## config.mk

```make
export PLATFORM = sky130hd
export DESIGN_NAME = dtlb_miss_walker
export DESIGN_NICKNAME = d
export VERILOG_FILES = /design/src/rtl/dtlb_miss_walker.sv
export SDC_FILE = /design/constraint.sdc
export NUM_CORES = 1
export LEC_CHECK = 0
export ABC_AREA = 1
export BUFFER_PORTS_ARGS = -buffer_cell sky130_fd_sc_hd__buf_2
export CAP_MARGIN = 25
export CELL_PAD_IN_SITES_DETAIL_PLACEMENT = 2
export CELL_PAD_IN_SITES_GLOBAL_PLACEMENT = 2
export CORE_ASPECT_RATIO = 1.25
export CORE_MARGIN = 5
export CORE_UTILIZATION = 30
export DETAILED_ROUTE_END_ITERATION = 7
export GPL_ROUTABILITY_DRIVEN = 0
export MAX_ROUTING_LAYER = met4
export PLACE_DENSITY = 0.87
export SYNTH_ARGS = -nofsm -noshare
export SYNTH_HDL_FRONTEND = slang
export SYNTH_SLANG_ARGS = --single-unit
```

## constraint.sdc

```tcl
create_clock -name clk -period 9.4 [get_ports clk]
set_input_delay 0.94 -clock clk [delete_from_list [all_inputs] [get_ports clk]]
set_output_delay 0.94 -clock clk [all_outputs]
set_load 0.1 [all_outputs]
```

## src/rtl/dtlb_miss_walker.sv

```systemverilog
// Store-side DTLB miss sequencer: dedup miss queue, one page walk at a time,
// TLB write then mex replay under bus_hold.
// Ports: clk/rst/except, miss_* (AGU miss in), req_*/resp_* (walker side),
// writeTlb_* and mex_*/bus_hold (to AGU), walk_fault* (fault report).
`ifndef dtlbData_width
`define dtlbData_width 64
`endif

module dtlb_miss_walker #(
  parameter int DEPTH   = 4,
  parameter int DATA_W  = `dtlbData_width,
  parameter int TIMEOUT = 255
) (
  input  logic              clk,
  input  logic              rst,
  input  logic              except,
  input  logic              miss_en,
  input  logic [43:0]       miss_addr,
  input  logic [20:0]       miss_proc,
  input  logic [3:0]        miss_attr,
  output logic              miss_drop,
  output logic              req_valid,
  input  logic              req_ready,
  output logic [51:0]       req_tag,
  input  logic              resp_valid,
  input  logic              resp_fault,
  input  logic [DATA_W-1:0] resp_data0,
  input  logic [DATA_W-1:0] resp_data1,
  input  logic [DATA_W-1:0] resp_data2,
  output logic [50:0]       writeTlb_IP,
  output logic              writeTlb_wen,
  output logic [DATA_W-1:0] writeTlb_data0,
  output logic [DATA_W-1:0] writeTlb_data1,
  output logic [DATA_W-1:0] writeTlb_data2,
  output logic [2:0]        writeTlb_force_way,
  output logic              writeTlb_force_way_en,
  output logic              mex_en,
  output logic [43:0]       mex_addr,
  output logic [3:0]        mex_attr,
  output logic              bus_hold,
  output logic              walk_fault,
  output logic [43:0]       walk_fault_addr
);

  localparam int AW = $clog2(DEPTH);

  typedef enum logic [2:0] {
    IDLE   = 3'd0,
    REQ    = 3'd1,
    WAIT   = 3'd2,
    WRITE  = 3'd3,
    REPLAY = 3'd4,
    FAULT  = 3'd5,
    DRAIN  = 3'd6
  } state_t;

  state_t state_q, state_d;

  logic [DEPTH-1:0]  q_valid;
  logic [51:0]       q_tag  [DEPTH];
  logic [43:0]       q_addr [DEPTH];
  logic [3:0]        q_attr [DEPTH];
  logic [AW-1:0]     head_q, tail_q;
  logic [AW:0]       count_q;
  logic [7:0]        cnt_q;
  logic [DATA_W-1:0] d0_q, d1_q, d2_q;
  logic              drop_q;

  logic [51:0] miss_tag;
  logic        hit, pop, full, push, drop, timed_out;

  assign miss_tag = {miss_proc, miss_addr[43:13]};

  // Match covers every live entry, including the head being walked.
  always_comb begin
    hit = 1'b0;
    for (int i = 0; i < DEPTH; i++) begin
      if (q_valid[i] && q_tag[i] == miss_tag) hit = 1'b1;
    end
  end

  assign pop       = (state_q == REPLAY) || (state_q == FAULT);
  assign full      = count_q == (AW+1)'(DEPTH);
  // A pop in the same cycle frees the slot a full queue needs.
  assign push      = miss_en & ~except & ~hit & (~full | pop);
  assign drop      = miss_en & ~except & ~hit & full & ~pop;
  assign timed_out = cnt_q == 8'(TIMEOUT);

  always_comb begin
    state_d = state_q;
    unique case (state_q)
      IDLE:   if (!except && count_q != '0) state_d = REQ;
      REQ: begin
        if (except)         state_d = IDLE;
        else if (req_ready) state_d = WAIT;
      end
      WAIT: begin
        if (except)          state_d = resp_valid ? IDLE : DRAIN;
        else if (resp_valid) state_d = resp_fault ? FAULT : WRITE;
        else if (timed_out)  state_d = FAULT;
      end
      WRITE:  state_d = except ? IDLE : REPLAY;
      REPLAY: state_d = IDLE;
      FAULT:  state_d = IDLE;
      DRAIN:  if (resp_valid || timed_out) state_d = IDLE;
      default: state_d = IDLE;
    endcase
  end

  always_ff @(posedge clk) begin
    if (rst) begin
      state_q <= IDLE;
      cnt_q   <= '0;
      drop_q  <= 1'b0;
      d0_q    <= '0;
      d1_q    <= '0;
      d2_q    <= '0;
    end else begin
      state_q <= state_d;
      drop_q  <= drop;
      // Counter restarts on every state change, so WAIT and DRAIN
      // each get a full timeout window.
      if (state_d != state_q)
        cnt_q <= '0;
      else if (state_q == WAIT || state_q == DRAIN)
        cnt_q <= cnt_q + 8'd1;
      else
        cnt_q <= '0;
      if (state_q == WAIT && resp_valid && !resp_fault) begin
        d0_q <= resp_data0;
        d1_q <= resp_data1;
        d2_q <= resp_data2;
      end
    end
  end

  always_ff @(posedge clk) begin
    if (rst) begin
      q_valid <= '0;
      head_q  <= '0;
      tail_q  <= '0;
      count_q <= '0;
      for (int i = 0; i < DEPTH; i++) begin
        q_tag[i]  <= '0;
        q_addr[i] <= '0;
        q_attr[i] <= '0;
      end
    end else if (except) begin
      q_valid <= '0;
      head_q  <= '0;
      tail_q  <= '0;
      count_q <= '0;
    end else begin
      if (pop) begin
        q_valid[head_q] <= 1'b0;
        head_q          <= head_q + 1'b1;
      end
      // Ordered after pop: on a full queue tail == head and the
      // new entry must win the valid bit.
      if (push) begin
        q_valid[tail_q] <= 1'b1;
        q_tag[tail_q]   <= miss_tag;
        q_addr[tail_q]  <= miss_addr;
        q_attr[tail_q]  <= miss_attr;
        tail_q          <= tail_q + 1'b1;
      end
      count_q <= count_q + {{AW{1'b0}}, push}
                         - {{AW{1'b0}}, pop};
    end
  end

  assign miss_drop             = drop_q;
  assign req_valid             = state_q == REQ;
  assign req_tag               = q_tag[head_q];
  assign writeTlb_wen          = state_q == WRITE;
  assign writeTlb_IP           = q_tag[head_q][51:1];
  assign writeTlb_data0        = d0_q;
  assign writeTlb_data1        = d1_q;
  assign writeTlb_data2        = d2_q;
  assign writeTlb_force_way    = 3'd0;
  assign writeTlb_force_way_en = 1'b0;
  assign mex_en                = state_q == REPLAY;
  assign mex_addr              = q_addr[head_q];
  assign mex_attr              = q_attr[head_q];
  assign bus_hold              = (state_q == WRITE) || (state_q == REPLAY);
  assign walk_fault            = state_q == FAULT;
  assign walk_fault_addr       = q_addr[head_q];

endmodule

```

==> results.py, run 1 <==
metrics = {
    "outcome": {
        "status": "completed",
    },
    "setup_path": {
        "worstSetupStartpointType": "flop",
        "crit_buf_inv": 4,
        "cp_top_family": "buffers and inverters",
        "critPathCaptureType": "primary output",
        "critPathRequiredTime_ns": 8.46,
        "slowest_stage": "buf_4",
        "cpPeakStageDelay_ns": 0.71,
        "crit_arrival_ns": 4.45,
        "crit_fanout": 73,
        "crit_type": "reg -> out",
        "crit_chain": "inv_4, buf_4, buf_4, o21ai_0, o21ai_0, buf_2",
    },
    "clocking": {
        "cts_resized": 0,
        "holdBufCountCts": 0,
        "clk_path_buf_depth": 3,
        "clock_latency_ns": 0.64,
        "cts-root-buf": "clkbuf_16",
        "htreeDepth": 2,
        "clkTransAtPathRegs_ns": 0.06,
        "cts_buffers": 54,
        "tritoncts": "built",
        "cts_setup_buffers": 0,
        "clock_sinks": 493,
    },
    "detailed_routing": {
        "wirelength_met1_um": 40700,
        "routed-via-count": 23200,
        "first_iter_violations": 1326,
        "finalWirelength_um": 116000,
        "drc": 0,
        "vias_per_cell": 5.08,
        "wl_met2_um": 60400,
        "drt.antenna.violating_nets": 0,
        "highest_layer": "met4",
        "wl_met3_um": 7820,
        "first_pass_iters": 5,
        "wl_per_cell_um": 25.3,
    },
    "global_route": {
        "antenna_found_initial": 39,
        "grt_max_degree": 122,
        "grt_pass1_wl_um": 166000,
        "grt_overflow": 0,
        "grt_usage": 0.266,
        "grt_pass1_vias": 25300,
    },
    "cells_and_area": {
        "num-nets-final": 3736,
        "final_util": 0.368,
        "mostFrequentLayoutCells": "828 x nor2_1, 660 x buf_2, 521 x nand2_1, 336 x o21ai_0, 276 x edfxtp_1",
        "drive_gt1_frac": 0.244,
        "areaGrowthSynthToFinish_pct": 21.6,
        "final_common_cell": "nor2_1",
    },
    "power": {
        "power.leakage_nw": 13.7,
        "p_total_mw": 5.45,
        "peakVddDrop_uv": 137,
        "clock_power_share": 0.402,
        "pwr-share-comb": 0.161,
        "p_sw_frac": 0.317,
        "p_int_mw": 3.72,
        "power-per-cell-area_nw_per_um2": 188,
        "p_switching_mw": 1.73,
        "pwr-share-seq": 0.437,
    },
    "die": {
        "dieHeight_um": 325,
        "rows": 115,
        "dieArea_sq_um": 85200,
        "die_x_um": 262,
        "start_util": 0.303,
        "core_area_sq_um": 78700,
        "io_pins": 665,
    },
    "timing": {
        "holdWs_ns": 0.456,
        "fin_tns_setup_ns": 0,
        "period_share": 0.574,
        "post-route-min-period_ns": 5.39,
        "fmaxAchievable_ghz": 0.185,
        "rsz0062_at_grt": "false",
        "setup_viol": 0,
        "skew_ns": 0.0203,
        "slew_headroom": 0.263,
        "worst_pin_slew_ns": 1.11,
        "slew_viol_final": 0,
        "hold_viol_final": 0,
    },
    "run": {
        "maxCapViolCount": 0,
    },
    "logic_synthesis": {
        "async_flop_share": 0,
        "yosys_warnings": 0,
        "synth_cells": 2995,
        "synth_seq_area_share": 0.530,
        "syn_area_sq_um": 23800,
        "syn_avg_cell_area_sq_um": 7.95,
        "ys.flop_type": "edfxtp_1",
        "synth_seq_cells": 493,
        "synth-edff-count": 276,
        "ys_types": 35,
    },
    "placed_design": {
        "dpl.hpwl_um": 83500,
        "portBuffers": 660,
    },
    "min_path": {
        "min_path_type": "reg -> reg",
    },
}
area by class of cell:
class	count	area, sq um
Sequential cell	493	12600
Clock buffer	72	1480
Fill cell	9236	49700
Antenna cell	28	70.1
Inverter	211	803
Multi-Input combinational cell	2017	8900
Timing Repair Buffer	679	3490
Tap cell	1053	1320
Clock inverter	25	275
flip-flops by register name, summed over array words and instances (netlist names), 2 cells and up, named ones only:
name,flops
q_attr,16
writeTlb_data2,64
state_q,3
q_tag,88
tail_q,2
head_q,2
cnt_q,8
writeTlb_data0,64
q_valid,4
count_q,3
q_addr,172
writeTlb_data1,64
cell families (layout without fill, tap and decap cells):
family / after synthesis / in the layout / share of synthesized area
and+or+nand+nor: 1434 / 1434 / 0.238
AOI/OAI and AO/OA: 539 / 539 / 0.116
DFF: 493 / 493 / 0.530
buffers and inverters: 488 / 987 / 0.0989
xor gates and xnor gates: 28 / 28 / 0.0103
adders and majority gates: 12 / 12 / 0.00662
other: 1 / 32 / 0.000157
power by group through the flow:
stage	Combinational, mW	Sequential [mW]	Clock, mW
final	0.875	2.38	2.19
after global routing	0.910	2.39	2.32
after CTS	0.877	2.38	2.23
after detailed placement	0.872	2.43	0
after global placement	0.857	2.42	0
after floorplan	0.650	2.42	0
worst paths after layout:
kind	start	to	slack, ns	cells past startpoint
hold / removal	cnt_q[0]$_SDFF_PP0_	cnt_q[0]$_SDFF_PP0_	0.46	1
setup / recovery	flop	writeTlb_IP[21]	4.01	6
hold reg to reg	cnt_q[0]$_SDFF_PP0_	cnt_q[0]$_SDFF_PP0_	0.46	1
setup reg to reg	q_addr[0][14]$_SDFFCE_PN0P_	q_addr[2][21]$_SDFFCE_PN0P_	4.99	12
through the flow:
stage / setup WS, ns / instances / instance area (sq um)
final: 4.01 / 4578 / 29000
after global routing: 3.82 / 4578 / 29000
after CTS: 3.95 / 4549 / 28900
after detailed placement: 4.40 / 4452 / 27100
after global placement: 4.47 / 4451 / 27100
after floorplan: 2.06 / 2998 / 23800
worst reg2reg max path, cell delays in order (launching register included):
cell and delay (ns):
edfxtp_1 0.47, o21ai_0 0.65, nor2_1 0.10, nand2_1 0.10, nor2_1 0.05, nand2_1 0.09, nor2_1 0.05, nand2_1 0.11
nand2_1 0.14, nor3_4 0.47, nand3_2 0.51, nand2_4 0.60, buf_4 0.66
synth_stat cells (all sizes together) (11+ instances only):
| library cell | instances | area [sq um] |
|---|---|---|
| inv | 207 | 777 |
| dfxtp | 217 | 4340 |
| o21ai | 378 | 1890 |
| xnor2 | 11 | 96.3 |
| ha | 11 | 138 |
| nand2 | 525 | 1970 |
| buf | 156 | 1110 |
| a21oi | 120 | 601 |
| o22ai | 34 | 213 |
| xor2 | 17 | 149 |
| edfxtp | 276 | 8290 |
| nor2 | 829 | 3110 |
| clkbuf | 121 | 454 |
| nand3 | 16 | 85.1 |
| nor3 | 58 | 452 |
layer usage:
metal	vias up	track usage
li1	10500	-
met1	11600	0.269
met2	884	0.479
met3	252	0.0641
met4	0	0.128
met5	-	-
Note: power is estimated with default switching activity, not from simulation.
==> run 2, diff against run 1 <==
==> constraint.sdc (replaced) <==
create_clock -name clk -period 5.1 [get_ports clk]
set_input_delay 0.51 -clock clk [delete_from_list [all_inputs] [get_ports clk]]
set_output_delay 0.51 -clock clk [all_outputs]
set_load 0.1 [all_outputs]
==> run 2 against run 1 <==
Net effect:
- non-clock buffer count is 11 higher
- first-iteration DRC count grew 1.7%
- combinational power grew 86%
- critical path depth is the same
- critical path type unchanged
==> results.py, run 2 (synthesis results as in run 1) <==
metrics = {
    "timing": {
        "fin_ws_ns": 0.828,
        "post-route-min-period_ns": 4.27,
        "period_share": 0.838,
        "worst_pin_slew_ns": 1.11,
        "fin_tns_setup_ns": 0,
        "skew_ns": 0.0281,
        "holdWs_ns": 0.0813,
        "hold_viol_final": 0,
        "slew_headroom": 0.260,
        "fmaxAchievable_ghz": 0.234,
        "setup_viol": 0,
        "slew_viol_final": 0,
        "rsz0062_at_grt": "false",
    },
    "detailed_routing": {
        "vias_per_cell": 5.10,
        "routed-via-count": 23500,
        "first_pass_iters": 5,
        "drc": 0,
        "finalWirelength_um": 118000,
        "first_iter_violations": 1349,
        "drt.antenna.violating_nets": 0,
        "wl_per_cell_um": 25.7,
    },
    "clocking": {
        "clkTransAtPathRegs_ns": 0.06,
        "cts_setup_buffers": 0,
        "holdBufCountCts": 0,
        "clk_path_buf_depth": 3,
        "cts_buffers": 55,
        "cts_resized": 0,
        "cts-root-buf": "clkbuf_16",
        "clock_sinks": 493,
        "tritoncts": "built",
        "htreeDepth": 2,
        "clock_latency_ns": 0.65,
    },
    "global_route": {
        "grt_max_degree": 107,
        "grt_usage": 0.270,
        "grt_overflow": 0,
        "grt_pass1_wl_um": 168000,
        "grt_pass1_vias": 25600,
        "antenna_found_initial": 41,
    },
    "cells_and_area": {
        "areaGrowthSynthToFinish_pct": 22.5,
        "mostFrequentLayoutCells": "828 x nor2_1, 660 x buf_2, 521 x nand2_1, 336 x o21ai_0, 276 x edfxtp_1",
        "largest_register_ffs": 172,
        "finalNonFillerCells": 4603,
        "reg.largest.list": "q_addr x172, q_tag x88",
        "regMostFlops": "q_addr",
        "final_util": 0.371,
        "num-fill-cells": 9161,
        "final_common_cell": "nor2_1",
        "drive_gt1_frac": 0.248,
        "fin_area_sq_um": 29200,
        "num-nets-final": 3748,
    },
    "setup_path": {
        "crit_type": "reg -> out",
        "critPathCaptureType": "primary output",
        "critPathRequiredTime_ns": 4.59,
        "cpPeakStageDelay_ns": 0.78,
        "crit_top_cell": "a21oi_1",
        "worstSetupStartpointType": "flop",
        "slowest_stage": "dfxtp_4",
        "crit_arrival_ns": 3.76,
        "crit_chain": "inv_4, buf_4, o21ai_0, a21oi_1, a21oi_1, buf_2",
        "crit_fanout": 72,
        "r2r_cells": 12,
    },
    "die": {
        "rows": 115,
        "start_util": 0.303,
        "die_x_um": 262,
        "io_pins": 665,
        "dieHeight_um": 325,
        "core_area_sq_um": 78700,
        "dieArea_sq_um": 85200,
    },
    "power": {
        "power-per-cell-area_nw_per_um2": 348,
        "peakVddDrop_uv": 287,
        "p_total_mw": 10.2,
        "power.leakage_nw": 13.8,
    },
    "outcome": {
        "status": "completed",
    },
    "placed_design": {
        "dpl.hpwl_um": 85300,
        "portBuffers": 660,
        "dp_cells": 4463,
        "place_ws_ns": 0.976,
        "placed_area_sq_um": 27200,
    },
    "min_path": {
        "min_path_type": "in -> reg",
        "holdPathStages": 3,
    },
    "run": {
        "maxCapViolCount": 0,
    },
}
[run 2: cell count changes in the layout (fill, tap and decap cells not counted), sizes merged]
| cell | change |
|---|---|
| clkinv | +5 |
| clkinvlp | -2 |
| bufinv | -2 |
| buf | +11 |
| clkbuf | +1 |
| diode | +8 |
| inv | +4 |
[run 2: metal layers]
| metal | part of all wire | GRT usage | vias to the layer above |
|---|---|---|---|
| met5 | 0 | - | - |
| met4 | 0.062 | 0.136 | 0 |
| met3 | 0.075 | 0.0705 | 265 |
| met2 | 0.52 | 0.484 | 906 |
| met1 | 0.34 | 0.269 | 11800 |
| li1 | - | - | 10500 |
[run 2: layout make-up]
cell class,count,area (sq um),area share
Tap cell,1053,1320,0.0452
Clock buffer,73,1550,0.0530
Inverter,211,803,0.0275
Antenna cell,36,90.1,0.00309
Timing Repair Buffer,690,3590,0.123
Sequential cell,493,12600,0.433
Multi-Input combinational cell,2017,8900,0.305
Clock inverter,30,298,0.0102
[run 2: path summary, 6_finish.rpt]
path	startpoint	end	slack [ns]
max	flop	req_tag[34]	0.83
min	resp_data2[59]	writeTlb_data2[59]$_SDFFE_PP0P_	0.08
max reg2reg	q_tag[2][31]$_SDFFCE_PN0P_	q_addr[2][27]$_SDFFCE_PN0P_	1.26
min reg2reg	cnt_q[0]$_SDFF_PP0_	cnt_q[0]$_SDFF_PP0_	0.45
[run 2: power breakdown]
| group | leakage [nW] | internal, mW | total, mW | switching, mW |
|---|---|---|---|---|
| combinational | 8.31 | 0.272 | 1.63 | 1.36 |
| sequential | 4.61 | 4.31 | 4.39 | 0.0869 |
| clock | 0.914 | 2.31 | 4.14 | 1.83 |
| total | 13.8 | 6.89 | 10.2 | 3.27 |
[run 2: critical path, delay by kind of cell (launching register included)]
kind / cells / cell delay (ns)
AOI/OAI and AO/OA: 3 / 0.84
DFF: 1 / 0.78
buffers and inverters: 3 / 1.46
==> run 3, diff against run 2 <==
==> constraint.sdc (replaced) <==
create_clock -name clk -period 4.24 [get_ports clk]
set_input_delay 0.424 -clock clk [delete_from_list [all_inputs] [get_ports clk]]
set_output_delay 0.424 -clock clk [all_outputs]
set_load 0.1 [all_outputs]
==> run 3 against run 2 <==
Net effect:
- clock skew is 0.0033 ns lower
- routed wire length is 5.8% higher
- die area stayed put
- sequential share of layout area is 2.4 points lower
- clock power is 17% higher
- via count is 2.4% higher
- setup slack worse by 0.23 ns
- flip-flop and latch count stayed put
- first-iteration DRC count is 8.2% higher
- global-route usage is 1.6 points higher
- register-to-register slack worse by 0.66 ns
- hold slack worse by 0.062 ns
- largest power group unchanged
- highest routed layer unchanged
==> results.py, run 3 (synthesis results as in run 1) <==
metrics = {
    "outcome": {
        "status": "completed",
    },
    "power": {
        "pwr-share-seq": 0.430,
        "clock_power_share": 0.394,
        "power.leakage_nw": 14.4,
        "p_total_mw": 12.3,
        "power-per-cell-area_nw_per_um2": 398,
        "pwr-share-comb": 0.176,
        "p_int_mw": 8.35,
        "p_sw_frac": 0.321,
        "p_switching_mw": 3.94,
        "peakVddDrop_uv": 284,
    },
    "cells_and_area": {
        "largest_register_ffs": 172,
        "num-fill-cells": 8971,
        "drive_gt1_frac": 0.244,
        "multiInputGateArea_sq_um": 8900,
        "mostFrequentLayoutCells": "828 x nor2_1, 598 x buf_2, 521 x nand2_1, 336 x o21ai_0, 276 x edfxtp_1",
        "num-nets-final": 3830,
        "reg.largest.list": "q_addr x172, q_tag x88",
        "seqCellArea_sq_um": 12600,
        "areaGrowthSynthToFinish_pct": 29.7,
        "final_common_cell": "nor2_1",
        "regMostFlops": "q_addr",
    },
    "placed_design": {
        "dpl.hpwl_um": 84900,
        "portBuffers": 660,
    },
    "setup_path": {
        "crit_arrival_ns": 4.19,
        "critPathCaptureType": "flop",
        "slowest_stage": "edfxtp_1",
        "crit_fanout": 4,
        "cpPeakStageDelay_ns": 0.45,
        "crit_type": "reg -> reg",
        "critPathRequiredTime_ns": 4.78,
        "worstSetupStartpointType": "flop",
        "r2r_cells": 18,
        "crit_buf_inv": 2,
        "cp_top_family": "simple AND/OR/NAND/NOR gates",
        "cp.depth": 18,
        "crit_chain": "nand2_1, nand2_1, nor2_1, nand2_1, nor2_1, nand2_1, nor2_1, nand2_1, nand3_1, nor2_1, nand2_1, ha_1, inv_1, ha_1, inv_1, fa_1, or2_2, a21oi_1",
        "crit_top_cell": "nand2_1",
    },
    "die": {
        "dieHeight_um": 325,
        "start_util": 0.303,
        "core_area_sq_um": 78700,
        "dieArea_sq_um": 85200,
        "die_x_um": 262,
        "io_pins": 665,
        "rows": 115,
    },
    "clocking": {
        "clock_latency_ns": 0.64,
        "cts-root-buf": "clkbuf_16",
        "cts_buffers": 55,
        "tritoncts": "built",
        "htreeDepth": 2,
        "clk_path_buf_depth": 3,
        "clkTransAtPathRegs_ns": 0.07,
        "clock_sinks": 493,
    },
    "timing": {
        "fmaxAchievable_ghz": 0.275,
        "hold_viol_final": 0,
        "worst_pin_slew_ns": 0.976,
        "setup_viol": 0,
        "fin_tns_setup_ns": 0,
        "rsz0062_at_grt": "false",
        "slew_viol_final": 0,
        "period_share": 0.859,
        "skew_ns": 0.0248,
        "post-route-min-period_ns": 3.64,
        "slew_headroom": 0.351,
    },
    "global_route": {
        "grt_pass1_vias": 26600,
        "grt_pass1_wl_um": 179000,
        "grt_max_degree": 193,
        "antenna_found_initial": 32,
        "grt_usage": 0.287,
        "grt_overflow": 0,
    },
    "min_path": {
        "holdPathStages": 3,
        "min_path_type": "in -> reg",
    },
    "detailed_routing": {
        "wl_per_cell_um": 26.7,
        "vias_per_cell": 5.14,
        "drt.antenna.violating_nets": 0,
        "routed-via-count": 24000,
        "finalWirelength_um": 125000,
        "drc": 0,
        "first_iter_violations": 1460,
        "first_pass_iters": 5,
    },
    "run": {
        "maxCapViolCount": 0,
    },
}
run 3: changes by cell type in the layout (fill, tap and decap cells not counted), moves of 3 or more:
cell           delta
buf_12           +70
dlygate4sd3_1    +68
buf_4             +6
buf_2            -62
clkbuf_1          +3
diode_2           -5
run 3: metal layers:
| layer | vias to the layer above | GRT usage | wire (um) |
|---|---|---|---|
| met4 | 0 | 0.152 | 8560 |
| met2 | 917 | 0.512 | 64900 |
| met3 | 300 | 0.0675 | 8140 |
| met5 | - | - | 0 |
| met1 | 12100 | 0.288 | 43300 |
| li1 | 10700 | - | - |
run 3: what timing repair did:
| action | 4_1_cts | 5_1_grt |
|---|---|---|
| hold endpoints to repair | 68 | 0 |
| buffers inserted | 0 | 0 |
| hold buffers | 68 | 0 |
| resized for setup | 0 | 0 |
run 3: final cells by class:
| class | count | area share |
|---|---|---|
| clock inverters | 26 | 0.00778 |
| multi-input cells | 2017 | 0.288 |
| diodes | 31 | 0.00251 |
| well taps | 1053 | 0.0427 |
| clock buffers | 73 | 0.0487 |
| flip-flops and latches | 493 | 0.409 |
| repair buffers | 772 | 0.175 |
| inverters | 211 | 0.0260 |
run 3: stage by stage:
step | utilization | cell area [sq um] | hold slack (ns) | setup WS [ns] | instances
after CTS | 0.391 | 30800 | 0.000587 | 0.602 | 4645
final | 0.392 | 30900 | 0.0197 | 0.597 | 4676
after global placement | 0.361 | 28400 | 0.433 | 0.512 | 4478
after global routing | 0.392 | 30900 | 0.00593 | 0.509 | 4673
after floorplan | - | 23800 | 0.418 | 0.0816 | 2998
after detailed placement | 0.361 | 28400 | 0.465 | 0.454 | 4478
run 3: worst register-to-register path, delay by kind of cell (launching register included):
kind | cells | cell delay (ns)
AND/OR/NAND/NOR | 12 | 2.05
adder cells (fa/ha/maj) | 3 | 0.82
flip-flops | 1 | 0.45
buffers and inverters | 2 | 0.13
AO/OA/AOI/OAI | 1 | 0.13
run 3: final timing paths:
path,slack [ns],from,to
hold / removal,0.02,resp_data0[61],writeTlb_data0[61]$_SDFFE_PP0P_
setup / recovery,0.60,q_addr[2][20]$_SDFFCE_PN0P_,count_q[2]$_SDFF_PP0_
setup reg to reg,0.60,q_addr[2][20]$_SDFFCE_PN0P_,count_q[2]$_SDFF_PP0_
hold reg to reg,0.47,cnt_q[0]$_SDFF_PP0_,cnt_q[0]$_SDFF_PP0_
run 3: power groups by stage:
stage	registers (mW)	clock network [mW]	logic, mW
floorplan	5.37	0	1.44
global placement	5.37	0	2.06
detailed placement	5.38	0	2.10
CTS	5.28	4.90	2.16
global route	5.29	5.11	2.25
finish	5.28	4.85	2.17
